--- src/rtl/booth_nibble_seq_mult_if.sv ---
// Operand/product handshakes plus the nibble-multiplier side channel of booth_nibble_seq_mult.
// slave = the sequencer, master = whoever feeds operands, takes products and closes the MUL_C loop.
`timescale 1ns/1ps
interface booth_nibble_seq_mult_if #(
  parameter int A_WIDTH = 16
);
  logic                 IN_VALID;
  logic                 IN_READY;
  logic [A_WIDTH-1:0]   IN_A;
  logic [7:0]           IN_B;
  logic                 OUT_VALID;
  logic                 OUT_READY;
  logic [A_WIDTH+7:0]   PRODUCT;
  logic [3:0]           MUL_A;
  logic [7:0]           MUL_B;
  logic [11:0]          MUL_C;

  modport slave (
    input  IN_VALID, IN_A, IN_B, OUT_READY, MUL_C,
    output IN_READY, OUT_VALID, PRODUCT, MUL_A, MUL_B
  );

  modport master (
    output IN_VALID, IN_A, IN_B, OUT_READY, MUL_C,
    input  IN_READY, OUT_VALID, PRODUCT, MUL_A, MUL_B
  );
endinterface

--- src/rtl/booth_nibble_seq_mult.sv ---
// Sequential A_WIDTH x 8 unsigned multiplier: one A nibble per cycle through an external
// 4x8 combinational multiplier, shift-accumulated into an (A_WIDTH+8)-bit product.
`timescale 1ns/1ps
module booth_nibble_seq_mult #(
  parameter int A_WIDTH    = 16,
  parameter bit EARLY_EXIT = 1'b1
) (
  input  logic                   CLK,
  input  logic                   RST,
  booth_nibble_seq_mult_if.slave bus
);
  localparam int NIB = A_WIDTH / 4;
  localparam int CW  = (NIB > 1) ? $clog2(NIB) : 1;
  localparam int PW  = A_WIDTH + 8;
  localparam int SW  = CW + 3;

  typedef enum logic [1:0] {IDLE, RUN, DONE} state_e;

  state_e             state_q, state_d;
  logic [CW-1:0]      cnt_q, cnt_d;
  logic [PW-1:0]      acc_q, acc_d;
  logic [PW-1:0]      product_q, product_d;
  logic [A_WIDTH-1:0] a_q, a_d;
  logic [7:0]         b_q, b_d;
  logic [3:0]         mul_a_q, mul_a_d;
  logic [7:0]         mul_b_q, mul_b_d;
  logic               in_ready_q, in_ready_d;
  logic               out_valid_q, out_valid_d;

  logic [SW-1:0]      sh_cur, sh_nxt;
  logic [A_WIDTH-1:0] a_shr;
  logic [PW-1:0]      term, acc_sum;
  logic               last;

  // MUL_A/MUL_B are registered, so the nibble for the next pass is selected one cycle early.
  assign sh_cur  = SW'({cnt_q, 2'b00});
  assign sh_nxt  = sh_cur + SW'(4);
  assign a_shr   = a_q >> sh_nxt;
  assign term    = PW'(bus.MUL_C) << sh_cur;
  assign acc_sum = acc_q + term;
  assign last    = (cnt_q == CW'(NIB - 1)) || (EARLY_EXIT && (a_shr == '0));

  always_comb begin
    state_d     = state_q;
    cnt_d       = cnt_q;
    acc_d       = acc_q;
    product_d   = product_q;
    a_d         = a_q;
    b_d         = b_q;
    mul_a_d     = mul_a_q;
    mul_b_d     = mul_b_q;
    in_ready_d  = in_ready_q;
    out_valid_d = out_valid_q;
    unique case (state_q)
      IDLE: begin
        if (bus.IN_VALID) begin
          a_d        = bus.IN_A;
          b_d        = bus.IN_B;
          acc_d      = '0;
          cnt_d      = '0;
          mul_a_d    = bus.IN_A[3:0];
          mul_b_d    = bus.IN_B;
          in_ready_d = 1'b0;
          state_d    = RUN;
        end
      end
      RUN: begin
        acc_d = acc_sum;
        cnt_d = cnt_q + CW'(1);
        if (last) begin
          product_d   = acc_sum;
          out_valid_d = 1'b1;
          mul_a_d     = '0;
          mul_b_d     = '0;
          state_d     = DONE;
        end else begin
          mul_a_d = a_shr[3:0];
        end
      end
      DONE: begin
        if (bus.OUT_READY) begin
          out_valid_d = 1'b0;
          in_ready_d  = 1'b1;
          state_d     = IDLE;
        end
      end
      default: state_d = IDLE;
    endcase
  end

  always_ff @(posedge CLK) begin
    if (RST) begin
      state_q     <= IDLE;
      cnt_q       <= '0;
      acc_q       <= '0;
      product_q   <= '0;
      a_q         <= '0;
      b_q         <= '0;
      mul_a_q     <= '0;
      mul_b_q     <= '0;
      in_ready_q  <= 1'b1;
      out_valid_q <= 1'b0;
    end else begin
      state_q     <= state_d;
      cnt_q       <= cnt_d;
      acc_q       <= acc_d;
      product_q   <= product_d;
      a_q         <= a_d;
      b_q         <= b_d;
      mul_a_q     <= mul_a_d;
      mul_b_q     <= mul_b_d;
      in_ready_q  <= in_ready_d;
      out_valid_q <= out_valid_d;
    end
  end

  assign bus.IN_READY  = in_ready_q;
  assign bus.OUT_VALID = out_valid_q;
  assign bus.PRODUCT   = product_q;
  assign bus.MUL_A     = mul_a_q;
  assign bus.MUL_B     = mul_b_q;
endmodule
--- src/flat_wrapper.sv ---
// flat-port wrapper written by rule: the top's interface ports become plain ports
module booth_nibble_seq_mult_flat 
#(
  parameter int A_WIDTH    = 16,
  parameter bit EARLY_EXIT = 1'b1
)
  (CLK, RST, bus_IN_VALID, bus_IN_A, bus_IN_B, bus_OUT_READY, bus_MUL_C, bus_IN_READY, bus_OUT_VALID, bus_PRODUCT, bus_MUL_A, bus_MUL_B);
  booth_nibble_seq_mult_if #(.A_WIDTH(A_WIDTH)) bus_i ();
  input  logic CLK;
  input  logic RST;
  input wire logic [$bits(bus_i.IN_VALID)-1:0] bus_IN_VALID;
  input wire logic [$bits(bus_i.IN_A)-1:0] bus_IN_A;
  input wire logic [$bits(bus_i.IN_B)-1:0] bus_IN_B;
  input wire logic [$bits(bus_i.OUT_READY)-1:0] bus_OUT_READY;
  input wire logic [$bits(bus_i.MUL_C)-1:0] bus_MUL_C;
  output wire logic [$bits(bus_i.IN_READY)-1:0] bus_IN_READY;
  output wire logic [$bits(bus_i.OUT_VALID)-1:0] bus_OUT_VALID;
  output wire logic [$bits(bus_i.PRODUCT)-1:0] bus_PRODUCT;
  output wire logic [$bits(bus_i.MUL_A)-1:0] bus_MUL_A;
  output wire logic [$bits(bus_i.MUL_B)-1:0] bus_MUL_B;
  assign bus_i.IN_VALID = bus_IN_VALID;
  assign bus_i.IN_A = bus_IN_A;
  assign bus_i.IN_B = bus_IN_B;
  assign bus_i.OUT_READY = bus_OUT_READY;
  assign bus_i.MUL_C = bus_MUL_C;
  assign bus_IN_READY = bus_i.IN_READY;
  assign bus_OUT_VALID = bus_i.OUT_VALID;
  assign bus_PRODUCT = bus_i.PRODUCT;
  assign bus_MUL_A = bus_i.MUL_A;
  assign bus_MUL_B = bus_i.MUL_B;
  booth_nibble_seq_mult #(.A_WIDTH(A_WIDTH), .EARLY_EXIT(EARLY_EXIT)) u_core (.CLK(CLK), .RST(RST), .bus(bus_i));
endmodule
--- config.mk ---
export PLATFORM = sky130hd
export DESIGN_NAME = booth_nibble_seq_mult_flat
export DESIGN_NICKNAME = d
export VERILOG_FILES = /design/src/rtl/booth_nibble_seq_mult_if.sv /design/src/rtl/booth_nibble_seq_mult.sv /design/src/flat_wrapper.sv
export SDC_FILE = /design/constraint.sdc
export NUM_CORES = 1
export LEC_CHECK = 0
export BUFFER_PORTS_ARGS = -buffer_cell sky130_fd_sc_hd__buf_4
export CAP_MARGIN = 40
export CORE_MARGIN = 5
export CORE_UTILIZATION = 29
export CTS_BUF_LIST = sky130_fd_sc_hd__clkbuf_16
export DETAILED_ROUTE_END_ITERATION = 12
export SKIP_LAST_GASP = 1
export SYNTH_ARGS = -nofsm -noshare
export SYNTH_HDL_FRONTEND = slang
export SYNTH_SLANG_ARGS = --single-unit
--- constraint.sdc ---
create_clock -name CLK -period 3.6 [get_ports CLK]
set_input_delay 0.54 -clock CLK [delete_from_list [all_inputs] [get_ports CLK]]
set_output_delay 0.54 -clock CLK [all_outputs]
set_load 0.01 [all_outputs]
---- Yosys cells after proc, flatten, opt, wreduce, memory -nomap -nowiden ----
Index checks and enable logic that the tools add are counted.
W data, S select, Z words.
word-level totals
  register bits ........................... 82
  logic and storage cells ................. 53
cells by class
  add/sub/neg operators ................... 3
  equality and inequality tests ........... 6
  shift-type cells ........................ 2
  multiplexer cells ....................... 20
  reductions and logical operators ........ 13
operators with widths
  operator               count
  $pmux W24 S2           1
  $add A24 B24 Y24       1
  $mux W24               1
  $shl A12 B4 Y24        1
  $logic_not A16 Y1      1
  $mux W8                2
  $pmux W8 S2            1
  $shr A16 B5 Y16        1
  $reduce_and A3 Y1      4
  $mux W2                4
  $mux W4                2
  $pmux W4 S2            1
  $pmux W2 S3            1
  $reduce_and A2 Y1      3
  $reduce_bool A2 Y1     3
  $add A4 B3 Y5 const B  1
  $eq A2 B2 Y1 const B   2
  $mux W1                4
  $ne A2 B2 Y1 const B   2
  $pmux W1 S2            2
  $pmux W2 S2            1
  $add A2 B1 Y2 const B  1
  $eq A2 B1 Y1 const B   1
  $logic_not A2 Y1       1
  2 further kinds        2

---- Depth between registers and ports, before layout ----
Gate-level depths: netlist (run 1).
  depth after elaboration ................. 6
  mapped depth ............................ 14

---- Worst setup path before layout (run 1) ----
No wires, ideal clock.
  path kind ............................... register to register
  from .................................... reg u_core.cnt_q[0]
  to ...................................... reg u_core.product_q[20] (netlist: u_core.bus.PRODUCT[20])
  data arrival time ....................... 3022 ps
  required time ........................... 3464 ps
  slack ................................... 443 ps
  stages on the path, launching flop included .. 15
  period minus slack after synthesis ...... 3157 ps
  path through ............................ dfxtp_1 -> buf_6 -> buf_6 -> clkbuf_1 -> nor2_1 -> and2_1 -> ha_1 -> fa_1 -> a21oi_1 -> o211ai_1 -> a21oi_1 -> o221ai_2 -> o221ai_1 -> xor2_1 -> a211oi_2
between the ends
  longest elaborated chain between the ends .. 5
  elaborated cells between the ends (all ways) .. 8
  those cells by class .................... 2 x add/sub; 1 x eq/ne; 2 x shift; 3 x reduce/logical
ends and longest elaborated chain
  what                         RTL line                      text
  start: declaration           booth_nibble_seq_mult.sv:20   logic [CW-1:0] cnt_q, cnt_d;
  start signal: assignment     booth_nibble_seq_mult.sv:105  cnt_q <= cnt_d;
  $add A4 B3 Y5                booth_nibble_seq_mult.sv:37   assign sh_nxt = sh_cur + SW'(4);
  $shr A16 B5 Y16              booth_nibble_seq_mult.sv:38   assign a_shr = a_q >> sh_nxt;
  $logic_not A16 Y1            booth_nibble_seq_mult.sv:41   assign last = (cnt_q == CW'(NIB - 1)) || (EARLY_EXIT && (a_shr == '0));
  $logic_or A1 B1 Y1           booth_nibble_seq_mult.sv:41
  $reduce_and A2 Y1 (no line)  n/a
  end signal: assignment       booth_nibble_seq_mult.sv:107  product_q <= product_d;
  end: declaration             booth_nibble_seq_mult.sv:22   logic [PW-1:0] product_q, product_d;
Parallel ways exist; a longest one is shown, timed or not.
A chain may end at the register's enable or synchronous reset.

---- Worst setup path after layout (run 1) ----
  from .................................... reg u_core.cnt_q[1]
  to ...................................... reg u_core.product_q[20] (netlist: u_core.bus.PRODUCT[20])
The elaborated chain is that of the path after synthesis.

==> impl_metrics.ini, run 1 <==
[outcome]
status = complete, no violations

[global_routing]
met3_usage_pct = 4.079
use_met1_pct = 19.03
track_usage_pct = 14.68
grt_pass1_vias = 4161
grt_pass1_wl_um = 21100
grt_busiest_layer = met2
grt_use_met2_pct = 22.66
antenna_found_initial = 0
grt_overflow = 0
grt_max_degree = 48

[sta]
maxSlewViolCount = 0
finalHoldViolCount = 0
final.setup.tns_ps = 0
fin_worst_skew_ps = 8.250
rsz0062_at_grt = false
period_share_pct = 87.25
fmax_mhz = 318.4
finalSetupViolCount = 0
worst_slew_pin_slew_ps = 798.1
relSlewSlack_pct = 46.66
fin_crit_ps = 3141

[synthesis]
syn_inst = 550
yosys.area.top_type = dfxtp_1
synth_seq_area_share_pct = 35.28
synth_area_um2 = 4425
synthSimpleGateAreaFrac_pct = 20.98
ys_warn_count = 0
syn_area_per_cell_um2 = 8.046
synth.area.top_cells = dfxtp_1, nand2_1, a21oi_1
synth_edf_count = 0
synth_fp_nets = 615
synth_cell_types = 56
synthArstFlopShare_pct = 0
synth_ff_type = dfxtp_1
synth-compound-area-share_pct = 24.99
synth_top_family_by_area = compound AO/OA/AOI/OAI gates
synthMuxAreaShare_pct = 2.969
synth_xor_area_share_pct = 3.760
synthAdderAreaFrac_pct = 7.238
ys_ff_latch = 78
synth.top_cell.area_share_pct = 35.28

[critical_path]
timing.critical_path.mode_cell = a21oi_1
max_stage_delay_ps = 550
required_ps = 3800
critPathMaxFanout = 10
critPathLaunchType = flip-flop
crit_chain = nor2_1 -> and2_1 -> ha_1 -> fa_1 -> a21oi_1 -> o211ai_1 -> a21oi_1 -> o221ai_2 -> o221ai_1 -> xor2_1 -> a211oi_2
worstSetupPathType = flip-flop to flip-flop
cp-end-kind = flip-flop
worstPathArrival_ps = 3340
crit_slowest_cell = dfxtp_1

[routing]
drt_first_pass_iters = 4
detail-route-antenna-nets = 0
post_drt_wl_per_cell_um = 15.78
via_per_inst = 5.158
wirelength_um = 12750
vias = 4168
drc = 0
drtIter0Drc = 188

[power_and_ir_drop]
intPower_mw = 1.800
p_total_mw = 2.620
power_frac_comb_pct = 24.4
p_switching_mw = 0.8200
irDropWorstVdd_v = 0.0002697
p_leak_nw = 2.250
pwr-share-seq_pct = 37.1
clkPwrFrac_pct = 38.5
netSwitchingFraction_pct = 31.30
p_per_area_nw_per_um2 = 480.6

[clock_network]
cts_buffers = 9
cts_resized = 0
hold_buffers = 0
clockBufferDepth = 2
post_cts_buffers = 0
root_buffer = clkbuf_16
cts_tree = yes
cts.sinks = 78
h-tree-depth = 3
clk_latency_ps = 350
clkTransAtPathRegs_ps = 60

[job]
cap_violations = 0

[final_layout]
drive_above_1_share_pct = 21.45
mostFrequentLayoutCells = nand2_1, buf_4, dfxtp_1
insertedDiodeCount = 0
layout.cells.most_common = nand2_1
num-nets-final = 680
areaGrowthSynthToFinish_pct = 23.18

[die]
rows = 45
design.core.area_um2 = 15090
die_h_um = 133.5
fp.dieArea_um2 = 17830
die_w_um = 133.5
boundaryPins = 78
initial_core_util_pct = 29.33

[min_path]
hold_class = input pin to flip-flop

[placement]
dp_hpwl_um = 9911
portBuffers = 77
place.gp.congestion = 0.9601
==> through the flow <==
stage / utilization [%] / setup WS (ps) / area, µm² / cells / hold WS (ps)
2_1_floorplan: - / 442.7 / 4425 / 550 / 431.5
3_3_place_gp: 33.94 / 452.7 / 5121 / 792 / 446.6
3_5_place_dp: 33.94 / 385.0 / 5121 / 792 / 449.9
4_1_cts: 36.11 / 348.8 / 5449 / 808 / 384.4
5_1_grt: 36.13 / 177.8 / 5451 / 808 / 383.8
6_report: 36.13 / 459.1 / 5451 / 808 / 396.0
==> power by group through the flow <==
stage | sequential (mW) | clock [mW] | combinational [mW]
after global placement | 0.989 | 0 | 0.638
final | 0.972 | 1.01 | 0.640
after global routing | 0.981 | 1.07 | 0.713
after floorplan | 0.996 | 0 | 0.433
after CTS | 0.973 | 1.03 | 0.646
after detailed placement | 0.990 | 0 | 0.643
==> kinds of logic after synthesis <==
family | after synthesis
DFF | 78
and+or+nand+nor | 208
adders and majority gates | 25
buffers and inverters | 40
AOI/OAI and AO/OA | 167
muxes | 13
xor gates and xnor gates | 19
==> path summary, 6_finish.rpt <==
check / slack [ps] / start / end / depth (start not counted)
min reg2reg: 460 / u_core.bus.PRODUCT[5] / u_core.bus.PRODUCT[5] / 2
max reg2reg: 460 / u_core.cnt_q[1] / u_core.bus.PRODUCT[20] / 11
max: 460 / u_core.cnt_q[1] / u_core.bus.PRODUCT[20] / 11
min: 400 / bus_IN_B[4] / u_core.bus.MUL_B[4] / 2
==> sequential cells by signal (all words and copies together) (netlist names) <==
register              count
u_core.a_q               12
u_core.acc_q             24
u_core.bus.IN_READY       1
u_core.bus.MUL_A          4
u_core.bus.MUL_B          8
u_core.bus.OUT_VALID      1
u_core.bus.PRODUCT       24
u_core.cnt_q              2
u_core.state_q            2
==> layer usage <==
| metal | up-vias | share of wire (%) |
|---|---|---|
| met4 | 0 | 3.2 |
| met3 | 28 | 5.6 |
| met2 | 111 | 46 |
| met1 | 1943 | 46 |
| met5 | - | 0 |
| li1 | 2086 | - |
==> synth_stat cells, drive strengths merged (4+ instances only) <==
master / number
nand2: 117
a21oi: 79
dfxtp: 78
nor2: 32
o21ai: 30
ha: 24
nand3: 24
clkbuf: 18
buf: 13
mux2i: 12
a211oi: 10
a22o: 10
xor2: 10
inv: 9
xnor2: 9
nor3: 6
a311oi: 4
and2: 4
and3: 4
o211ai: 4
o21a: 4
o221ai: 4
or2: 4
==> worst max-delay path: cells and delay by family (launching register included) <==
kind                     cells  cell delay [ps]
AND/OR/NAND/NOR              2              340
adder cells (fa/ha/maj)      2              630
flip-flops                   1              550
XOR/XNOR                     1              230
AO/OA/AOI/OAI                6             1250
==> area by class of cell <==
class                           count  area, µm²
Sequential cell                    78       1562
Inverter                            9      33.78
Multi-Input combinational cell    432       2655
Timing Repair Buffer               85      638.1
Clock inverter                      7      102.6
Tap cell                          188      235.2
Clock buffer                        9      225.2
Fill cell                        1595       9638
No activity file was read; power rests on OpenSTA's default activity.
==> run 2, diff against run 1 <==
CORE_UTILIZATION = 30   (was 29)
CTS_CLUSTER_SIZE = 14   (was unset)
==> run 2 against run 1 <==
- sequential cell count stayed put
- sequential power hardly changed
- first-iteration DRC count is 1.1% lower
- utilization is 1.1 points higher
- final area is 1.1% lower
- die area is 3.1% lower
- fmax is 3.7% lower
- register-to-register slack worse by 120 ps
- clock power is 16% lower
- via count is 2.1% lower
- critical endpoint unchanged
==> impl_metrics.ini, run 2 (same netlist as run 1, synthesis figures left out) <==
[outcome]
status = complete, no violations

[routing]
dr_wl_met3_um = 667
detail-route-antenna-nets = 0
highest_layer = met4
drt_first_pass_iters = 4
drc = 0
post_drt_wl_per_cell_um = 15.34
vias = 4080
wirelength_um = 12330
via_per_inst = 5.075
drtIter0Drc = 186
met1_length_um = 5701
dr_wl_met2_um = 5749

[power_and_ir_drop]
intPower_mw = 1.654
p_leak_nw = 2.229
power_frac_comb_pct = 25.6
clkPwrFrac_pct = 34.7
p_switching_mw = 0.8030
p_total_mw = 2.456
irDropWorstVdd_v = 0.0002568
p_per_area_nw_per_um2 = 455.7
netSwitchingFraction_pct = 32.69
pwr-share-seq_pct = 39.7

[sta]
period_share_pct = 90.60
fmax_mhz = 306.6
fin_worst_skew_ps = 6.583
finalSetupViolCount = 0
relSlewSlack_pct = 45.70
worst_slew_pin_slew_ps = 812.5
final.setup.tns_ps = 0
holdWs_ps = 407.6
fin_crit_ps = 3262
rsz0062_at_grt = false
finalHoldViolCount = 0
maxSlewViolCount = 0

[clock_network]
cts_buffers = 9
root_buffer = clkbuf_16
hold_buffers = 0
cts_tree = yes
clockBufferDepth = 2
clk_latency_ps = 340
post_cts_buffers = 0
clkTransAtPathRegs_ps = 60
cts_resized = 0
h-tree-depth = 3
cts.sinks = 78

[final_layout]
areaGrowthSynthToFinish_pct = 21.80
layout.cells.most_common = nand2_1
insertedDiodeCount = 0
multi_input_area_um2 = 2653
drive_above_1_share_pct = 21.29
mostFrequentLayoutCells = nand2_1, buf_4, dfxtp_1
num-nets-final = 680
seq_area_um2 = 1562
fillers = 1486

[critical_path]
required_ps = 3790
crit_chain = nor2_1 -> and2_1 -> ha_1 -> fa_1 -> a21oi_1 -> o211ai_1 -> a21oi_1 -> o221ai_2 -> o221ai_1 -> xor2_1 -> a211oi_2
worstSetupPathType = flip-flop to flip-flop
worstPathArrival_ps = 3450
timing.critical_path.mode_cell = a21oi_1
max_stage_delay_ps = 600
critPathLaunchType = flip-flop
r2r_slack_ps = 340
r2r-start = u_core.cnt_q[0]
r2r_end = u_core.bus.PRODUCT[20]
cp-end-kind = flip-flop
rr_worst_depth = 11
critPathMaxFanout = 10
crit_slowest_cell = dfxtp_1

[global_routing]
antenna_found_initial = 0
grt_overflow = 0
grt_max_degree = 59
track_usage_pct = 14.11
grt_pass1_wl_um = 20350
grt_pass1_vias = 4073

[placement]
portBuffers = 77
place.gp.congestion = 0.9191
dp_hpwl_um = 9319

[die]
rows = 44
fp.dieArea_um2 = 17280
die_h_um = 131.5
design.core.area_um2 = 14480
initial_core_util_pct = 30.57
die_w_um = 131.5
boundaryPins = 78

[min_path]
hold_class = input pin to flip-flop
min_to = u_core.bus.MUL_B[0]
min_path_cells = 2
min_from = bus_IN_B[0]

[job]
cap_violations = 0
## run 2: through the flow
step | cells | setup slack (ps) | util, % | area (µm²)
6_report | 804 | 338.2 | 37.23 | 5390
3_3_place_gp | 788 | 430.6 | 35.34 | 5116
3_5_place_dp | 788 | 377.7 | 35.34 | 5116
2_1_floorplan | 550 | 442.7 | - | 4425
5_1_grt | 804 | 51.12 | 37.23 | 5390
4_1_cts | 804 | 348.9 | 37.23 | 5390
## run 2: critical path, delay by kind of cell, from the launching register on
kind                     cells  cell delay, ps
flip-flops                   1             600
AND/OR/NAND/NOR              2             330
XOR/XNOR                     1             230
AO/OA/AOI/OAI                6            1290
adder cells (fa/ha/maj)      2             650
## run 2: worst max path at each step
| stage | from | to | cells past startpoint |
|---|---|---|---|
| 6_report | u_core.cnt_q[0] | u_core.bus.PRODUCT[20] | 11 |
| 5_1_grt | u_core.cnt_q[0] | u_core.bus.PRODUCT[22] | 11 |
| 4_1_cts | u_core.cnt_q[0] | u_core.bus.PRODUCT[20] | 11 |
| 3_5_place_dp | u_core.cnt_q[0] | u_core.bus.PRODUCT[20] | 11 |
| 3_3_place_gp | u_core.cnt_q[0] | u_core.bus.PRODUCT[22] | 11 |
| 2_1_floorplan | u_core.cnt_q[0] | u_core.bus.PRODUCT[20] | 14 |
## run 2: metal layers
| layer | global-route usage (%) | vias up |
|---|---|---|
| met5 | 0 | - |
| met4 | 4.400 | 0 |
| met3 | 3.976 | 17 |
| met2 | 22.80 | 101 |
| met1 | 18.28 | 1872 |
| li1 | - | 2090 |
## run 2: power by group through the flow
stage	logic (mW)	registers [mW]	clock network (mW)
final	0.629	0.974	0.853
after global routing	0.706	0.982	0.915
after CTS	0.635	0.974	0.878
after detailed placement	0.632	0.992	0
after global placement	0.626	0.991	0
after floorplan	0.433	0.996	0
## run 2: area by class of cell
type                            instances  share of cell area [%]
Clock inverter                          7                  0.9053
Tap cell                              184                   4.271
Sequential cell                        78                   28.97
Inverter                                9                  0.6267
Timing Repair Buffer                   85                   11.84
Multi-Input combinational cell        432                   49.21
Clock buffer                            9                   4.178
==> run 3, diff against run 2 <==
CORE_MARGIN = 2   (was 5)
CORE_UTILIZATION = 44   (was 30)
PLACE_DENSITY = 0.65   (was unset)
SLEW_MARGIN = 40   (was unset)
==> run 3 against run 2 <==
- global-route usage rose by 8.4 points
- sequential power about the same
- clock-buffer cell count unchanged
- critical path depth did not move
- final cell count is 6.2% lower
- first-iteration DRC count did not move
- register-to-register slack got worse by 40 ps
- sequential share of layout area increased by 0.19 points
- routed wire length is 2.3% lower
- worst hold slack better by 7.2 ps
- largest cell class unchanged
- clock skew is 1.9 ps higher
==> impl_metrics.ini, run 3 (same netlist as run 1, synthesis figures left out) <==
[outcome]
status = complete, no violations

[critical_path]
cp-end-kind = flip-flop
critPathLaunchType = flip-flop
crit_slowest_cell = nor2b_1
path_buf_inv = 0
required_ps = 3800
max_stage_delay_ps = 620
r2r-start = u_core.cnt_q[1]
critPathTopFamily = compound AO/OA/AOI/OAI gates
worstPathArrival_ps = 3500
worstSetupPathType = flip-flop to flip-flop
critPathLaunch = u_core.cnt_q[1]
crit_chain = nor2b_1 -> nand2_1 -> o21ai_0 -> ha_1 -> nand2_1 -> o221ai_1 -> a21oi_1 -> o221ai_2 -> o221ai_1 -> xor2_1 -> a211oi_2
critPathMaxFanout = 10

[final_layout]
insertedDiodeCount = 0
layout.cells.non_filler = 754
num-nets-final = 682
areaGrowthSynthToFinish_pct = 21.01
drive_above_1_share_pct = 21.26
mostFrequentLayoutCells = nand2_1, buf_4, dfxtp_1
fillers = 948
layout.cells.most_common = nand2_1

[power_and_ir_drop]
intPower_mw = 1.720
irDropWorstVdd_v = 0.0002661
netSwitchingFraction_pct = 31.35
p_leak_nw = 2.243
pwr-share-seq_pct = 38.9
p_per_area_nw_per_um2 = 467.7
p_switching_mw = 0.7851
power_frac_comb_pct = 25.5
clkPwrFrac_pct = 35.5

[sta]
maxSlewViolCount = 0
fmax_mhz = 302.9
worst_slew_pin_slew_ps = 684.2
fin_worst_skew_ps = 8.477
period_share_pct = 91.71
finalHoldViolCount = 0
relSlewSlack_pct = 54.29
fin_crit_ps = 3302
finalSetupViolCount = 0
final.setup.tns_ps = 0
rsz0062_at_grt = false
worst_slack_ps = 298.3

[clock_network]
clockBufferDepth = 2
hold_buffers = 0
clk_latency_ps = 330
root_buffer = clkbuf_16
h-tree-depth = 3
cts_buffers = 9
clkTransAtPathRegs_ps = 60
cts_resized = 0
cts.sinks = 78
post_cts_buffers = 0
cts_tree = yes

[routing]
drtIter0Drc = 186
post_drt_wl_per_cell_um = 15.98
drt_first_pass_iters = 5
detail-route-antenna-nets = 0
via_per_inst = 5.508
vias = 4153
drc = 0
wirelength_um = 12050

[placement]
dp_hpwl_um = 9181
place.gp.congestion = 0.9093
portBuffers = 77
dpl.cell_count = 739
post-place-ws_ps = 387.2

[die]
die_w_um = 104.3
rows = 36
boundaryPins = 78
die_h_um = 104.3
fp.dieArea_um2 = 10880
initial_core_util_pct = 45.28
design.core.area_um2 = 9774

[global_routing]
track_usage_pct = 22.53
grt_pass1_wl_um = 20010
grt_max_degree = 39
grt_overflow = 0
antenna_found_initial = 0
grt_pass1_vias = 3973

[job]
cap_violations = 0

[min_path]
hold_class = input pin to flip-flop
min_from = bus_IN_B[2]
[run 3: cell count changes in the layout (fill, tap and decap cells not counted)]
cell,previous run,this run
buf_4,85,87
clkinv_2,3,1
bufinv_16,0,1
clkinv_4,1,0
clkinvlp_4,1,2
inv_1,9,10
inv_6,2,1
[run 3: cell type report]
cell class / count / area (µm²) / share of cell area, %
Clock buffer: 9 / 225.2 / 4.206
Tap cell: 133 / 166.4 / 3.107
Timing Repair Buffer: 87 / 653.1 / 12.20
Sequential cell: 78 / 1562 / 29.16
Clock inverter: 6 / 62.56 / 1.168
Multi-Input combinational cell: 432 / 2653 / 49.53
Inverter: 9 / 33.78 / 0.6308
[run 3: path summary, 6_finish.rpt]
kind / cells after the start / slack (ps) / endpoint
hold / removal: 2 / 410 / u_core.bus.MUL_B[2]
hold reg to reg: 2 / 450 / u_core.bus.PRODUCT[9]
setup / recovery: 11 / 300 / u_core.bus.PRODUCT[20]
setup reg to reg: 11 / 300 / u_core.bus.PRODUCT[20]
[run 3: power by group through the flow]
stage,Clock [mW],Sequential [mW],Combinational [mW]
floorplan,0,0.996,0.433
global placement,0,0.992,0.630
detailed placement,0,0.992,0.638
CTS,0.912,0.975,0.640
global route,0.950,0.983,0.708
finish,0.890,0.975,0.640
[run 3: through the flow]
stage	instance area (µm²)	total power, mW	hold WS [ps]	utilization (%)
floorplan	4425	1.429	431.5	-
global placement	5067	1.622	443.8	51.84
detailed placement	5067	1.630	446.6	51.84
CTS	5355	2.527	409.7	54.79
global route	5355	2.640	405.5	54.79
finish	5355	2.505	414.7	54.79
[run 3: worst reg2reg max path: stages, from the launching register on]
cell and delay [ps]:
dfxtp_1 540, nor2b_1 620, nand2_1 110, o21ai_0 160, ha_1 400, nand2_1 170, o221ai_1 140, a21oi_1 300
o221ai_2 190, o221ai_1 230, xor2_1 230, a211oi_2 90
[run 3: metal layers]
metal | global-route usage [%] | share of wire [%]
met5 | 0 | 0
met4 | 5.212 | 0.86
met3 | 4.386 | 4.4
met2 | 37.63 | 48
met1 | 29.95 | 47
